File: src/rtl/mux4_scan_sequencer.sv
// Scan sequencer for a 4x1 mux: walks the selects over channels 0..3, samples y after a dwell,
// and hands the packed 4-bit word downstream on valid/ready. Optional MUX_SCAN_PARITY_EN adds sample_parity.
module mux4_scan_sequencer #(
  parameter int DWELL_CYCLES = 2,
  parameter int CNT_W        = 8
) (
  input  logic       clk,
  input  logic       rst_n,
  input  logic       start,
  input  logic       cont,
  output logic       s0,
  output logic       s1,
  input  logic       y,
  output logic [3:0] sample_data,
  output logic       sample_valid,
  input  logic       sample_ready,
  output logic       busy,
  output logic       overrun
`ifdef MUX_SCAN_PARITY_EN
  ,
  output logic       sample_parity
`endif
);

  typedef enum logic [1:0] {
    IDLE   = 2'd0,
    DWELL  = 2'd1,
    OUTPUT = 2'd2
  } state_t;

  localparam logic [CNT_W-1:0] LAST_COUNT = CNT_W'(DWELL_CYCLES - 1);

  state_t           state, state_next;
  logic [CNT_W-1:0] count, count_next;
  logic [1:0]       channel, channel_next;
  logic [3:0]       data_next;
  logic             valid_next;

  // Selects come straight from the channel register, so they only move at advance edges.
  assign s0   = channel[1];
  assign s1   = channel[0];
  assign busy = (state != IDLE);

  always_ff @(posedge clk or negedge rst_n) begin
    if (!rst_n) begin
      state        <= IDLE;
      count        <= '0;
      channel      <= 2'd0;
      sample_data  <= 4'd0;
      sample_valid <= 1'b0;
      overrun      <= 1'b0;
    end else begin
      state        <= state_next;
      count        <= count_next;
      channel      <= channel_next;
      sample_data  <= data_next;
      sample_valid <= valid_next;
      overrun      <= start && (state != IDLE);
    end
  end

  always_comb begin
    state_next   = state;
    count_next   = count;
    channel_next = channel;
    data_next    = sample_data;
    valid_next   = sample_valid;
    case (state)
      IDLE: begin
        channel_next = 2'd0;
        count_next   = '0;
        if (start) state_next = DWELL;
      end
      DWELL: begin
        if (count == LAST_COUNT) begin
          count_next         = '0;
          data_next[channel] = y;
          if (channel != 2'd3) begin
            channel_next = channel + 2'd1;
          end else begin
            state_next = OUTPUT;
            valid_next = 1'b1;
          end
        end else begin
          count_next = count + 1'b1;
        end
      end
      OUTPUT: begin
        // Word and channel-3 selects hold until the consumer takes the word.
        if (sample_valid && sample_ready) begin
          valid_next   = 1'b0;
          channel_next = 2'd0;
          count_next   = '0;
          state_next   = cont ? DWELL : IDLE;
        end
      end
      default: begin
        state_next   = IDLE;
        channel_next = 2'd0;
        count_next   = '0;
        valid_next   = 1'b0;
      end
    endcase
  end

`ifdef MUX_SCAN_PARITY_EN
  always_ff @(posedge clk or negedge rst_n) begin
    if (!rst_n) sample_parity <= 1'b0;
    else        sample_parity <= ^data_next;
  end
`endif

endmodule

File: config.mk
export PLATFORM = sky130hd
export DESIGN_NAME = mux4_scan_sequencer
export DESIGN_NICKNAME = d
export VERILOG_FILES = /design/src/rtl/mux4_scan_sequencer.sv
export SDC_FILE = /design/constraint.sdc
export NUM_CORES = 1
export LEC_CHECK = 0
export ABC_AREA = 1
export BUFFER_PORTS_ARGS = -buffer_cell sky130_fd_sc_hd__buf_2
export CORE_UTILIZATION = 50
export CTS_CLUSTER_SIZE = 30
export DETAILED_ROUTE_END_ITERATION = 16
export PLACE_DENSITY = 0.73
export SYNTH_ARGS = -nofsm -noshare
export SYNTH_HDL_FRONTEND = slang
export SYNTH_SLANG_ARGS = --single-unit
export TNS_END_PERCENT = 5
File: constraint.sdc
create_clock -name clk -period 3 [get_ports clk]
set_input_delay 0.6 -clock clk [delete_from_list [all_inputs] [get_ports clk]]
set_output_delay 0.6 -clock clk [all_outputs]
set_load 0.1 [all_outputs]
After elaboration in Yosys (flattened, before gate mapping) --
Index checks and enable logic that the tools add are counted.
Word-level totals: output and inout port bits 9, input port bits 6, flip-flop bits (word level) 18, word-level logic and storage cells 49
Operators by class: reduce and logical (&&, ||, !) cells 9, bitwise operators 1, equal/unequal tests 9, mux-type cells 20, add/subtract/negate cells 2, order comparisons 2
Operator list (count):
- two-way mux 8 bit | 2
- case mux 8 bit (2 select lines) | 1
- two-way mux 2 bit | 7
- != test 2 bit (second input constant) | 6
- adder 8 x 1 -> 8 bit (second input constant) | 1
- == test 8 x 1 -> 1 bit (second input constant) | 1
- AND reduction 4 bit | 2
- case mux 2 bit (3 select lines) | 1
- two-way mux 1 bit | 5
- bitwise mux 4 bit | 1
- case mux 2 bit (2 select lines) | 1
- logical AND 1 bit | 3
- < comparator 2 x 3 -> 1 bit (second input constant) | 1
- case mux 1 bit (3 select lines) | 1
- AND reduction 3 bit | 1
- adder 2 x 1 -> 2 bit (second input constant) | 1
- demux 1 bit (select 2 bit) | 1
- == test 2 x 1 -> 1 bit (second input constant) | 1
- == test 2 bit (second input constant) | 1
- >= comparator 2 x 1 -> 1 bit (second input constant) | 1
- logical NOT 2 bit | 1
- AND reduction 2 bit | 1
- nonzero test 2 bit | 1
- NOT 1 bit | 1

Depth between registers and ports, before layout --
depth after elaboration 5, gate-level depth with buffers 9

Worst setup path after synthesis --
Ideal clock, no wire load.
path type register to register, start point register sample_valid, end point register channel[0], data required time 2.877 ns, data arrival time 1.638 ns, stages on the path, launching flop included 8, path buffers 0, slack 1.239 ns, period minus slack after synthesis 1.761 ns, cells stage by stage dfrtp_1 -> nand2_1 -> nand3_2 -> inv_2 -> a21oi_2 -> nand2_1 -> nand2_1 -> nand2_1
On the way: longest elaborated chain between the ends 3
Ends and longest elaborated chain:
- from (decl) | RTL line 15 | output logic sample_valid,
- from (signal assigned) | RTL line 57 | sample_valid <= valid_next;
- logical AND 1 bit | RTL line 90 | if (sample_valid && sample_ready) begin
- != test 2 bit (no line)
- AND reduction 3 bit (no line)
- to (signal assigned) | RTL line 55 | channel <= channel_next;
- to (decl) | RTL line 35 | logic [1:0] channel, channel_next;
No other way between the ends. A chain may end at the register's enable or synchronous reset.

Worst setup path in the final report --
start point register state[1], end point output busy
On the way: longest elaborated chain between the ends 1
Ends and longest elaborated chain:
- from (decl) | RTL line 33 | state_t state, state_next;
- from (signal assigned) | RTL line 53 | state <= state_next;
- nonzero test 2 bit | RTL line 42 | assign busy = (state != IDLE);
- to (decl) | RTL line 17 | output logic busy,
No other way between the ends.

==> summary.md <==
| Metric | Value |
|---|---|
| Fin nets | `about 150` |
| First-pass GRT wire length | `3160 um` |
| Nature of the critical path startpoint | `register` |
| Setup Fix Bufs, Post-CTS | `0` |
| Final setup fails | `0` |
| Vias in the first global route | `720` |
| Share of layout cells above drive strength 1 | `0.241` |
| Die X | `~46 um` |
| CTS tree | `done` |
| Worst Clk Skew | `between 0.009 and 0.01 ns` |
| Initial antenna violation count | `0` |
| Period minus WS final | `a little under 2 ns` |
| CORE AREA | `around 1800 um^2` |
| Flop-to-flop setup slack | `1.65 ns` |
| Largest net degree at the start of global routing | `19` |
| CP max FO | `4` |
| Syn Inst Count | `115` |
| Commonest non-fill, non-tap cells in the layout | `36 x nand2_1, 18 x dfrtp_1, 14 x buf_2` |
| RSZ-0062 raised after global routing | `no` |
| Post-synthesis cell area | `~980 um^2` |
| Routability cong. | `0.819` |
| Netlist cell types | `23` |
| Gr usage total | `0.211` |
| Syn Nets | `127` |
| Hold WC Path Type | `in -> async` |
| Arr. time, crit path | `1.36 ns` |
| Post-CTS sizing | `0` |
| CTS root buf | `clkbuf_4` |
| Synth top area cells | `dfrtp_1 46%, nand2_1 14%, ha_1 7.6%` |
| CTS Hold Bufs | `0` |
| Critical path class | `reg -> out` |
| Clk sinks | `18` |
| GRT Residual Overflow | `0` |
| Critical-path top delay cell | `dfrtp_1` |
| Post-detail-place hpwl | `~1400 um` |
| Longest Clk Path Bufs | `2` |
| Crit path cell chain | `inv_1, nand2_1, buf_2` |
| Routed wire length | `~1800 um` |
| Final Hold Violating Endpoints | `0` |
| Crit-path leading delay family | `buffers and inverters` |
| Worst R2R Start | `count[1]` |
| Clock transition at the registers of the reported paths | `0.11 ns` |
| Final period utilization | `0.652` |
| Slew HR | `0.672` |
| Crit end category | `primary output` |
| Required @ worst endpoint | `about 2.4 ns` |
| Row count | `15` |
| I/O pins | `15` |
| Max Clk Rate | `just over 500 MHz` |
| Per-cell routed wire length | `roughly 12 um` |
| Die area | `2150 um^2` |
| Top-area cell type share of the netlist area | `0.459` |
| Worst slew pin tran | `about 0.50 ns` |
| Slew Limit Fails | `0` |
| Commonest non-fill, non-tap cell in the layout | `nand2_1` |
| Total CTS buffers | `3` |
| Final ANT Viol Nets | `0` |
| Fillers | `around 160` |
| Max cap viols | `0` |
| Detailed-route DRC error count | `0` |
| Port bufs | `14` |
| R2R depth | `9` |
| Syn. warnings | `0` |
| Setup TNS | `0 ns` |
| DRT Pass-1 Iters | `4` |
| Initial Util | `0.551` |
| Syn_area_per_cell | `around 8.5 um^2` |
| Top cell type by total area after synthesis | `dfrtp_1` |
| Die Ht | `roughly 46 um` |
| Status | `finished, final reports clean` |
| Synthesis-stage register bit count | `18` |
| Area Growth Syn to Fin | `14.0%` |
| Seq/Total Area, Yosys | `0.459` |
| Routed via count | `approximately 790` |
| Htree depth | `1` |
| Vias/cell | `slightly below 5` |
| Reg2reg end | `channel[0]` |
| Worst-Skew Late Latency | `around 0.29 ns` |
| Antenna diodes | `0` |
| DR iter-0 viols | `4` |
| Largest stage delay, worst path | `0.45 ns` |
| Crit path buf inv count | `2` |
==> per-layer routing <==
layer / wire length [um] / GRT usage / vias to the layer above
li1: - / - / 409
met3: 62 / 0.0235 / 2
met5: 0 / 0 / -
met4: 12 / 0.0706 / 0
met1: 833 / 0.277 / 359
met2: 910 / 0.356 / 15
==> cell usage after synthesis <==
| library cell | number |
|---|---|
| nand2_1 | 36 |
| dfrtp_1 | 18 |
| nand3_1 | 11 |
| inv_1 | 7 |
| ha_1 | 6 |
| inv_2 | 6 |
| nor2_1 | 5 |
| xor2_1 | 4 |
| o21ai_0 | 3 |
| o21ai_1 | 3 |
| o22ai_1 | 3 |
| nand2_2 | 2 |
| a21oi_2 | 1 |
| a22oi_1 | 1 |
| a31oi_1 | 1 |
| inv_4 | 1 |
| nand2_4 | 1 |
| nand3_2 | 1 |
| nand3b_1 | 1 |
| nand4_1 | 1 |
| nor2_4 | 1 |
| nor2_8 | 1 |
| o21a_1 | 1 |
==> worst reg2reg max path: cells and delay by family (launching register included) <==
family                     cells  cell delay [ns]
and+or+nand+nor                7             0.62
adders and majority gates      1             0.14
buffers and inverters          1             0.08
DFF                            1             0.41
==> registers in the layout (all words and copies together), names as in the netlist <==
| register | count |
|---|---|
| channel | 2 |
| count | 8 |
| sample_valid | 1 |
| state | 2 |
| overrun | 1 |
| sample_data | 4 |
==> cell families (layout without fill, tap and decap cells) <==
kind of cell	Yosys count	count (layout)	synth area share
compound gates	13	13	0.0803
xor+xnor	4	4	0.0357
buf+inv	14	32	0.0561
fa+ha+maj	6	6	0.0764
simple gates	60	60	0.293
flops	18	18	0.459
==> how the worst max path moves through the flow <==
stage | start | endpoint | slack (ns) | cells past startpoint
2_1_floorplan | sample_valid | channel[0] | 1.24 | 7
3_3_place_gp | state[1] | busy | 1.42 | 3
3_5_place_dp | state[1] | busy | 1.38 | 3
4_1_cts | state[1] | busy | 1.05 | 3
5_1_grt | state[1] | busy | 0.97 | 3
6_report | state[1] | busy | 1.04 | 3
==> area by class of cell <==
type                    instances  area, um^2  area share
inverters                      14        55.1      0.0492
well taps                      25        31.3      0.0279
flip-flops and latches         18         450       0.402
repair buffers                 14        70.1      0.0626
clock buffers                   4        36.3      0.0324
multi-input cells              83         477       0.426
==> through the flow <==
step / instances / utilization / instance area, um^2 / setup slack (ns) / hold WS (ns)
floorplan: 115 / - / 982 / 1.24 / 0.304
detailed placement: 154 / 0.608 / 1080 / 1.38 / 0.454
finish: 158 / 0.628 / 1120 / 1.04 / 0.213
global route: 158 / 0.628 / 1120 / 0.966 / 0.248
global placement: 154 / 0.608 / 1080 / 1.42 / 0.449
CTS: 158 / 0.628 / 1120 / 1.05 / 0.233
Power is not shown: default switching activity piles up to over one toggle a cycle in this logic, so the estimate is an artifact.
